$ cat config.mk
export PLATFORM = sky130hd
export DESIGN_NAME = mac_tx_framer
export DESIGN_NICKNAME = d
export VERILOG_FILES = /design/src/rtl/mac_pkg.sv /design/src/rtl/eth_crc32_d8.sv /design/src/rtl/mac_tx_framer.sv
export SDC_FILE = /design/constraint.sdc
export NUM_CORES = 1
export LEC_CHECK = 0
export ABC_AREA = 0
export CAP_MARGIN = 20
export CORE_MARGIN = 4
export CORE_UTILIZATION = 55
export DETAILED_ROUTE_END_ITERATION = 8
export DONT_BUFFER_PORTS = 1
export GPL_ROUTABILITY_DRIVEN = 0
export PLACE_DENSITY_LB_ADDON = 0.3
export SYNTH_ARGS = -nofsm -noshare
export SYNTH_HDL_FRONTEND = slang
export SYNTH_HIERARCHICAL = 1
export SYNTH_SLANG_ARGS = --single-unit
$ cat constraint.sdc
create_clock -name mac_tx_clk -period 3.1 [get_ports mac_tx_clk]
set_input_delay 0.465 -clock mac_tx_clk [delete_from_list [all_inputs] [get_ports mac_tx_clk]]
set_output_delay 0.465 -clock mac_tx_clk [all_outputs]
set_load 0.05 [all_outputs]
$ cat src/rtl/mac_pkg.sv
// mac_pkg: shared definitions for the RGMII MAC transmit and receive paths.
//   - tx_state_e     : transmit framer state encoding
//   - ETH_* / CRC32_*: framing and CRC constants
//   - crc32_d8       : byte-wide CRC-32 next-state function (also used on receive)
//   - bit_reverse32  : helper used to turn the CRC register into the FCS
//   - crc32_residue_ok: receive-side check of the CRC register after FCS
package mac_pkg;

  typedef enum logic [2:0] {
    ST_IDLE,
    ST_PRE,
    ST_SFD,
    ST_DATA,
    ST_PAD,
    ST_FCS,
    ST_IFG
  } tx_state_e;

  localparam logic [7:0]  ETH_PREAMBLE  = 8'h55;
  localparam logic [7:0]  ETH_SFD       = 8'hD5;
  localparam logic [31:0] CRC32_INIT    = 32'hFFFFFFFF;
  localparam logic [31:0] CRC32_RESIDUE = 32'hC704DD7B;
  localparam logic [31:0] CRC32_POLY    = 32'h04C11DB7;

  // Register is kept MSB-first; each data byte is consumed LSB first,
  // matching Ethernet bit order on the wire.
  function automatic logic [31:0] crc32_d8(input logic [7:0] d, input logic [31:0] c);
    logic [31:0] r;
    logic [7:0]  dd;
    logic        fb;
    r  = c;
    dd = d;
    for (int unsigned i = 0; i < 8; i++) begin
      fb = r[31] ^ dd[0];
      r  = {r[30:0], 1'b0};
      if (fb) begin
        r = r ^ CRC32_POLY;
      end
      dd = dd >> 1;
    end
    return r;
  endfunction

  function automatic logic [31:0] bit_reverse32(input logic [31:0] v);
    logic [31:0] r;
    logic [31:0] t;
    r = '0;
    t = v;
    for (int unsigned i = 0; i < 32; i++) begin
      r = {r[30:0], t[0]};
      t = t >> 1;
    end
    return r;
  endfunction

  function automatic logic crc32_residue_ok(input logic [31:0] c);
    return c == CRC32_RESIDUE;
  endfunction

endpackage

$ cat src/rtl/eth_crc32_d8.sv
// eth_crc32_d8: registered CRC-32 engine, one byte per clock.
//   clk_i  : byte clock
//   rst_i  : asynchronous active-high reset (register returns to CRC32_INIT)
//   init_i : load CRC32_INIT on the next edge (priority over en_i)
//   en_i   : fold data_i into the register on the next edge
//   data_i : byte to fold in
//   crc_o  : current register value
module eth_crc32_d8
  import mac_pkg::*;
(
  input  logic        clk_i,
  input  logic        rst_i,
  input  logic        init_i,
  input  logic        en_i,
  input  logic [7:0]  data_i,
  output logic [31:0] crc_o
);

  logic [31:0] crc_q;
  logic [31:0] crc_d;

  always_comb begin
    crc_d = crc_q;
    if (init_i) begin
      crc_d = CRC32_INIT;
    end else if (en_i) begin
      crc_d = crc32_d8(data_i, crc_q);
    end
  end

  always_ff @(posedge clk_i or posedge rst_i) begin
    if (rst_i) begin
      crc_q <= CRC32_INIT;
    end else begin
      crc_q <= crc_d;
    end
  end

  assign crc_o = crc_q;

endmodule

$ cat src/rtl/mac_tx_framer.sv
// mac_tx_framer: GMII transmit framer. Wraps a sof/eof/valid byte stream in
// preamble + SFD, pads the body to MIN_FRAME bytes, appends the FCS and
// enforces IFG_BYTES idle cycles between frames.
//   mac_tx_clk    : 125 MHz byte clock
//   rst           : asynchronous active-high reset
//   mac_tx_sof    : first byte of a frame (only looked at in IDLE)
//   mac_tx_eof    : last byte of a frame
//   mac_tx_valid  : byte valid
//   mac_tx_data   : frame byte, destination MAC first
//   mac_tx_rdy    : byte accepted when valid && rdy (pure state decode)
//   gmii_txd      : registered transmit byte
//   gmii_tx_en    : registered frame enable
//   gmii_tx_er    : registered error flag (set on the underrun byte)
//   tx_underrun_o : one-cycle pulse when a frame is aborted by underrun
module mac_tx_framer
  import mac_pkg::*;
#(
  parameter int unsigned PREAMBLE_LEN = 7,
  parameter int unsigned MIN_FRAME    = 60,
  parameter int unsigned IFG_BYTES    = 12
) (
  input  logic       mac_tx_clk,
  input  logic       rst,
  input  logic       mac_tx_sof,
  input  logic       mac_tx_eof,
  input  logic       mac_tx_valid,
  input  logic [7:0] mac_tx_data,
  output logic       mac_tx_rdy,
  output logic [7:0] gmii_txd,
  output logic       gmii_tx_en,
  output logic       gmii_tx_er,
  output logic       tx_underrun_o
);

  localparam logic [15:0] PRE_LAST = 16'(PREAMBLE_LEN - 1);
  localparam logic [15:0] IFG_LAST = 16'((IFG_BYTES > 0) ? IFG_BYTES - 1 : 0);
  localparam logic [10:0] MIN_CNT  = 11'(MIN_FRAME);

  tx_state_e   state_q, state_d;
  logic [15:0] cnt_q, cnt_d;     // preamble / FCS byte / IFG cycle counter
  logic [10:0] bcnt_q, bcnt_d;   // body byte count, saturating
  logic [7:0]  txd_q, txd_d;
  logic        en_q, en_d;
  logic        er_q, er_d;
  logic        urun_q, urun_d;

  logic        crc_init;
  logic        crc_en;
  logic [7:0]  crc_data;
  logic [31:0] crc;
  logic [31:0] fcs;
  logic [10:0] bcnt_inc;

  eth_crc32_d8 u_crc (
    .clk_i  (mac_tx_clk),
    .rst_i  (rst),
    .init_i (crc_init),
    .en_i   (crc_en),
    .data_i (crc_data),
    .crc_o  (crc)
  );

  assign fcs      = bit_reverse32(~crc);
  assign bcnt_inc = (bcnt_q == '1) ? bcnt_q : bcnt_q + 11'd1;

  always_comb begin
    state_d  = state_q;
    cnt_d    = cnt_q;
    bcnt_d   = bcnt_q;
    txd_d    = 8'h00;
    en_d     = 1'b0;
    er_d     = 1'b0;
    urun_d   = 1'b0;
    crc_init = 1'b0;
    crc_en   = 1'b0;
    crc_data = mac_tx_data;
    case (state_q)
      ST_IDLE: begin
        // sof byte is left with the source; it is taken in DATA.
        if (mac_tx_valid && mac_tx_sof) begin
          txd_d   = ETH_PREAMBLE;
          en_d    = 1'b1;
          cnt_d   = 16'd1;
          state_d = (PREAMBLE_LEN > 1) ? ST_PRE : ST_SFD;
        end
      end
      ST_PRE: begin
        txd_d = ETH_PREAMBLE;
        en_d  = 1'b1;
        cnt_d = cnt_q + 16'd1;
        if (cnt_q >= PRE_LAST) begin
          state_d = ST_SFD;
        end
      end
      ST_SFD: begin
        txd_d    = ETH_SFD;
        en_d     = 1'b1;
        crc_init = 1'b1;
        bcnt_d   = '0;
        state_d  = ST_DATA;
      end
      ST_DATA: begin
        en_d  = 1'b1;
        cnt_d = '0;
        if (mac_tx_valid) begin
          txd_d  = mac_tx_data;
          crc_en = 1'b1;
          bcnt_d = bcnt_inc;
          if (mac_tx_eof) begin
            state_d = (bcnt_inc < MIN_CNT) ? ST_PAD : ST_FCS;
          end
        end else begin
          // Underrun: poison the frame with tx_er and drop the FCS.
          txd_d   = 8'h00;
          er_d    = 1'b1;
          urun_d  = 1'b1;
          state_d = ST_IFG;
        end
      end
      ST_PAD: begin
        txd_d    = 8'h00;
        en_d     = 1'b1;
        crc_en   = 1'b1;
        crc_data = 8'h00;
        bcnt_d   = bcnt_inc;
        cnt_d    = '0;
        if (bcnt_inc >= MIN_CNT) begin
          state_d = ST_FCS;
        end
      end
      ST_FCS: begin
        en_d  = 1'b1;
        cnt_d = cnt_q + 16'd1;
        case (cnt_q[1:0])
          2'd0:    txd_d = fcs[7:0];
          2'd1:    txd_d = fcs[15:8];
          2'd2:    txd_d = fcs[23:16];
          default: txd_d = fcs[31:24];
        endcase
        if (cnt_q[1:0] == 2'd3) begin
          cnt_d   = '0;
          state_d = ST_IFG;
        end
      end
      ST_IFG: begin
        cnt_d = cnt_q + 16'd1;
        if (cnt_q >= IFG_LAST) begin
          state_d = ST_IDLE;
        end
      end
      default: begin
        state_d = ST_IDLE;
      end
    endcase
  end

  always_ff @(posedge mac_tx_clk or posedge rst) begin
    if (rst) begin
      state_q <= ST_IDLE;
      cnt_q   <= '0;
      bcnt_q  <= '0;
      txd_q   <= '0;
      en_q    <= 1'b0;
      er_q    <= 1'b0;
      urun_q  <= 1'b0;
    end else begin
      state_q <= state_d;
      cnt_q   <= cnt_d;
      bcnt_q  <= bcnt_d;
      txd_q   <= txd_d;
      en_q    <= en_d;
      er_q    <= er_d;
      urun_q  <= urun_d;
    end
  end

  assign mac_tx_rdy    = (state_q == ST_DATA);
  assign gmii_txd      = txd_q;
  assign gmii_tx_en    = en_q;
  assign gmii_tx_er    = er_q;
  assign tx_underrun_o = urun_q;

endmodule

==> results.md, run 1 <==
- The run finished with clean final reports.
- The number of placed instances, taps included, is 597.
- The number of nets in the finished design is 522.
- After synthesis, the cell types taking the most area are dfrtp_1 21%, dfstp_2 18%, xnor2_1 8.0%.
- The total power of the final layout is 0.00688 W.
- Of the synthesized area, sequential elements account for 0.391.
- The CTS tree is done.
- Clock latency on the worst-skew pair, taken at its later pin, is 0.35 ns.
- The core footprint is 0.00826 mm^2.
- From left edge to right edge, the die measures 101 um.
- The number of CTS-inserted buffers is 9.
- The cell area that synthesis handed to floorplanning was 0.00472 mm^2.
- The detailed router placed 3665 vias in this run.
- The number of antenna violations at the first check in global routing came to 0.
- The standby leakage power is 2.05 nW.
- The boundary pin count is 25.
- During placement, the flow inserted port buffers numbering 0.
- At the worst endpoint, the required time is 3.38 ns.
- The transition time at the pin with the least slew margin is 0.864 ns.
- After routing the design area is 0.00507 mm^2.
- The floorplan row count is 33.
- The synthesized flop and latch total is 72.
- Detailed placement ended at an HPWL of 7600 um.
- For this run, the number of Yosys warnings is 6.
- The tightest min-delay check is of the in -> async type.
- The number of unique standard cell types used by synthesis is 56.
- Counting instances in the post-synthesis netlist gives the leading cell types as 67 x nand2_1, 43 x xnor2_1, 40 x dfrtp_1.
- Timing would allow up to 348 MHz.
- The cell sitting at the root of the clock tree is a clkbuf_8.
- The number of antenna diodes in the final layout is 0.
- The number of buffers added for setup after CTS is 0.
- The biggest fanout along the worst timing path is 10.
- The final-report hold violation count is 0.
- The count of routing violations after the opening detailed-route iteration is 266.
- The vertical die dimension is 101 um.
- The maximum resistive drop on vdd is 1.18 mV.
- The final global-route overflow total is 0.
- The most used flip-flop cell after synthesis is dfrtp_1.
- The area fraction of the dominant cell type after synthesis is 0.212.
- The number of max-slew violations in the final report is 0.
- In the final routed layout, each cell accounts on average for 17.6 um.
- Max-cap violations in this run came to 0.
- In this run, post-CTS hold repair placed 0 buffers.
- The clock period minus worst slack is 2.87 ns.
- The aggregate global-route resource usage is 0.225.
- For this configuration, the core starts out at a cell density of 0.571.
- The cell count after synthesis came out at 506.
- The number of enable-type register cells in the synthesized netlist is 0.
- The post-cts repair resize count is 0.
- Data on the critical path arrives at its endpoint at 3.15 ns.
- The total wire length after detailed routing is 10800 um.
- STA classifies the critical path endpoint as a flip-flop.
- The remaining routing DRC violations is 0.
- The number of search-and-repair iterations in the first detailed-routing pass is 4.
- The longest clock path from root to sink contains 2 buffers.
- The sink count of the clock tree is 72.
- The via density per instance is 5.98.
- The total negative slack for setup checks is 0 ns.
- The start-to-end type of the worst setup path is reg -> reg.
- The headroom to the max-slew limit is 0.425.
- The most common cell in the synthesized netlist is nand2_1.
- The clock tree skew after final layout is 0.00822 ns.
- The synthesized area per cell is 9.32 um^2.
- The startpoint class of the critical path is a flip-flop.
- The fraction of final layout cells sized beyond drive strength 1 is 0.161.
- The count of nets left with antenna violations once routing finished came out at 0.
- The clock-pin slew reported for the worst setup and hold paths after clock tree synthesis is 0.08 ns.
- The library cell with the largest summed area after synthesis is dfrtp_1.
- The filler cells instantiated in the layout total 702.
- Of the available clock period, the critical path in the final layout requires 0.926.
- The synthesis-to-finish area growth is 7.46%.
- The total nets after synthesis is 525.
- The H-tree generated during clock tree synthesis spans 3 levels.
- The area after detailed placement is 0.00482 mm^2.
- Setup repair after global routing left no endpoint under its margin.
- The wire length of the first global-routing pass is 18100 um.
- The finished layout holds 613 standard cells, fillers aside.
- Entering global routing, the biggest net connects 41 pins.
- Dividing total power by cell area gives a power density of 1360 mW/mm^2.
- The worst-case hold slack is 0.105 ns.
- The count of final setup violators is 0.
- The number of global-route vias before repair is 3462.
- The die covers 0.0101 mm^2.
- The fraction of registers with async set/reset is 1.00.
==> cell type report <==
type | instances | area (um^2) | share of cell area
clock buffers | 10 | 138 | 0.0272
clock inverters | 6 | 106 | 0.0210
inverters | 17 | 63.8 | 0.0126
multi-input cells | 392 | 2690 | 0.531
flip-flops and latches | 72 | 1840 | 0.363
well taps | 105 | 131 | 0.0259
repair buffers | 11 | 95.1 | 0.0188
==> critical path: stages (launching register included) <==
cell and delay, ns:
dfrtp_1 0.38, nand2b_1 0.22, nor2_2 0.43, nor2b_1 0.20
xnor2_4 0.38, xor2_2 0.39, xor2_1 0.40, xnor3_1 0.28
o21ai_1 0.12
==> flip-flops by register name (all words and copies together) (netlist names) <==
register and flops:
gmii_txd 8, state_q 3, tx_underrun_o 1, gmii_tx_en 1, cnt_q 16, u_crc/crc_o 32, bcnt_q 11
==> where the power goes <==
| group | internal [W] | switching (W) |
|---|---|---|
| combinational | 0.00189 | 0.00230 |
| sequential | 0.00134 | 0.000445 |
| clock | 0.000552 | 0.000358 |
| total | 0.00378 | 0.00310 |
==> layout by cell type (no fill, tap or decap), types with 18 or more instances in the layout <==
cell type  Yosys  routed
xor2_1        18      18
a21oi_1       29      29
dfrtp_1       40      40
nor2_1        29      29
dfstp_2       32      32
nand2_1       67      67
o21ai_0       18      18
xnor2_1       43      43
o21ai_1       26      26
==> per-layer routing <==
metal	routed length (um)	global-route usage
met1	4900	0.314
met2	5210	0.354
met3	474	0.0457
met4	178	0.0642
met5	0	0
==> per-stage QoR <==
stage          utilization  setup slack, ns
6_report             0.614            0.230
5_1_grt              0.614            0.145
4_1_cts              0.614            0.261
3_5_place_dp         0.584            0.293
3_3_place_gp         0.584            0.336
2_1_floorplan            -            0.474
==> final timing paths <==
check / start / to / slack, ns / cells after the start
max in group asynchronous: rst / gmii_txd[5] / 2.62 / 2
min: rst / gmii_txd[7] / 0.11 / 2
min in group mac_tx_clk: mac_tx_valid / tx_underrun_o / 0.17 / 1
min reg2reg: cnt_q[14] / cnt_q[14] / 0.51 / 1
max: state_q[0] / u_crc/crc_o[11] / 0.23 / 8
max reg2reg: state_q[0] / u_crc/crc_o[11] / 0.23 / 8
==> cell families after synthesis <==
kind of cell	Yosys count	share of synthesized area
compound gates	139	0.189
mux	5	0.0111
flops	72	0.391
buf+inv	42	0.0398
simple gates	164	0.167
fa+ha+maj	6	0.0159
xor+xnor	78	0.187
No activity file was read; power rests on OpenSTA's default activity.
==> inputs of run 2 (changes only) <==
Settings changed: PLACE_DENSITY_LB_ADDON 0.3 to 0.25.
==> run 2 against run 1 <==
Routed wire length increased by 3.1%. Combinational power about the same. Sequential share of layout area is 0.15 points lower. Via count increased by 1.9%. Utilization grew 0.26 points. Die area unchanged. Non-clock buffer count grew 1. Worst setup slack better by 0.0057 ns. Design area rose by 0.42%. First-iteration DRC count is 21% lower. Clock power rose by 9.9%. Critical endpoint is now u_crc/crc_o[8].
==> results.md, run 2 (synthesized netlist as in run 1, its figures left out) <==
- The synthesis-to-finish area growth is 7.91%.
- Setup violations remaining at the end of the flow were counted as 0.
- Traced cell by cell, the critical path runs through nand2b_1 -> nor2_2 -> nor2b_1 -> xnor2_4 -> xor2_2 -> xor2_1 -> xnor3_1 -> o21ai_1.
- The number of nets with antenna violations after detailed routing is 0.
- The remaining routing DRC violations is 0.
- The post-cts hold buffer count is 0.
- For this design, the slowest cell found on the critical path is xor2_2.
- Entering global routing, the biggest net connects 41 pins.
- The via density per instance is 6.08.
- The worst setup path is launched from a flip-flop.
- The most critical setup path has its startpoint at state_q[0].
- In the global route stage, overall resource usage came out at 0.232.
- Counting both buffers and inverters, the worst setup path holds a total of 0.
- The analysis attributes to cell leakage a power of 2.06 nW.
- The run finished with clean final reports.
- The total inserted antenna cells is 0.
- The clock tree skew after final layout is 0.0126 ns.
- The commonest non-fill, non-tap cell in the layout is nand2_1.
- The die outline area is 0.0101 mm^2.
- STA puts the critical path data arrival time at 3.14 ns.
- Power spread over the standard cell area amounts to 1370 mW/mm^2.
- After detailed routing, the average wire length per cell comes to 18.1 um.
- The core footprint is 0.00826 mm^2.
- Static timing analysis puts the maximum clock frequency at 349 MHz.
- The final-report hold violation count was 0.
- Along the worst path, the maximum fanout reaches 10.
- The boundary pin count is 25.
- The worst stage delay on the critical path is 0.41 ns.
- In this run the worst hold path is classified as in -> async.
- The number of search-and-repair iterations in the first detailed-routing pass is 5.
- Dividing the final minimum period by the clock period gives 0.924.
- The number of nets in the finished design is 523.
- The transition time at the pin with the least slew margin is 0.862 ns.
- In this run the horizontal extent of the chip is 101 um.
- For this block, the via count after detailed routing is 3734.
- Of the cells placed in the final design, the portion with a size suffix greater than 1 is 0.163.
- The number of antenna violations at the first check in global routing was 0.
- The core occupancy in the finished layout is 0.616.
- Row generation in the floorplan step produced 33 rows.
- After routing, the total negative slack on setup checks comes to 0 ns.
- The number of filler cells placed in the layout is 697.
- The cell family contributing the most delay on the critical path is XOR/XNOR gates.
- The number of input and output port buffers inserted is 0.
- The clock-pin slew reported for the worst setup and hold paths after clock tree synthesis is 0.08 ns.
- The number of flip-flops in the largest register is 32.
- The worst path required time is 3.38 ns.
- In this run, CTS created clock tree buffers numbering 9.
- STA classifies the critical path endpoint as a flip-flop.
- The sink count of the clock tree is 72.
- The number of global-route vias before repair is 3527.
- The count of routing violations after the opening detailed-route iteration is 209.
- The total wire length after detailed routing is 11100 um.
- The setup path with the least slack is of type reg -> reg.
- The initial utilization of the core area, before any placement, comes to 0.571.
- The worst path needs 2.86 ns of the cycle, external delays included.
- The first global-routing pass estimated 18500 um of wire.
- The H-tree was split into 3 levels.
- In this run the critical register-to-register path is launched from state_q[0].
- Setup repair after global routing left no endpoint under its margin.
- The library cell used as clock root buffer is clkbuf_8.
- The number of max-slew violations in the final report is 0.
- Post-CTS timing repair inserted 0 buffers for setup.
- The maximum resistive drop on vdd is 0.881 mV.
- Gates resized during post-CTS repair numbered 0.
- Max-cap violations in this run came to 0.
- The worst pin sits at a relative slew slack of 0.425.
- The library cells used most frequently in the layout, excluding fill and tap cells, are 67 x nand2_1, 43 x xnor2_1, 40 x dfrtp_1.
- The HPWL after detailed placement is 7690 um.
- At the later pin of the worst-skew pair, clock insertion delay measures 0.36 ns.
- The vertical die dimension is 101 um.
- The CTS tree is done.
- The clock tree buffer depth is 2.
- For this run the aggregate overflow at the end of global routing stands at 0.
run 2: cell types whose count changed in the layout (fill, tap and decap cells not counted), sizes merged:
cell / previous run / this run
buf: 11 / 12
bufinv: 3 / 4
clkbuf: 10 / 11
clkinv: 3 / 2
clkinvlp: 1 / 0
run 2: cell type report:
class / instances / area [um^2] / share of cell area
Multi-Input combinational cell: 392 / 2690 / 0.529
Clock inverter: 5 / 129 / 0.0253
Timing Repair Buffer: 12 / 90.1 / 0.0177
Clock buffer: 11 / 141 / 0.0278
Tap cell: 105 / 131 / 0.0258
Sequential cell: 72 / 1840 / 0.362
Inverter: 17 / 63.8 / 0.0125
run 2: power breakdown:
part | leakage [nW] | internal, W | switching (W) | total (W)
clock | 0.134 | 0.000640 | 0.000364 | 0.00100
sequential | 0.872 | 0.00134 | 0.000450 | 0.00179
combinational | 1.06 | 0.00188 | 0.00230 | 0.00417
run 2: routing by layer:
layer / global-route usage / up-vias / share of wire
li1: - / 1766 / -
met1: 0.315 / 1812 / 0.44
met2: 0.363 / 127 / 0.48
met3: 0.0478 / 29 / 0.055
met4: 0.0902 / 0 / 0.027
met5: 0 / - / 0
run 2: final timing paths:
check | to | slack, ns | depth (start not counted)
setup reg to reg | u_crc/crc_o[8] | 0.24 | 8
min in group mac_tx_clk | tx_underrun_o | 0.18 | 1
setup / recovery | u_crc/crc_o[8] | 0.24 | 8
hold / removal | gmii_txd[3] | 0.11 | 2
hold reg to reg | u_crc/crc_o[15] | 0.52 | 2
max in group asynchronous | gmii_txd[5] | 2.62 | 2
run 2: through the flow:
stage / cell area, um^2 / worst slack (ns) / std cells / hold WS [ns] / total power [W]
after floorplan: 4720 / 0.474 / 506 / 0.471 / 0.00514
after global placement: 4820 / 0.334 / 598 / 0.494 / 0.00587
after detailed placement: 4820 / 0.281 / 598 / 0.505 / 0.00591
after CTS: 5090 / 0.224 / 614 / 0.129 / 0.00697
after global routing: 5090 / 0.0320 / 614 / 0.149 / 0.00741
final: 5090 / 0.236 / 614 / 0.114 / 0.00697
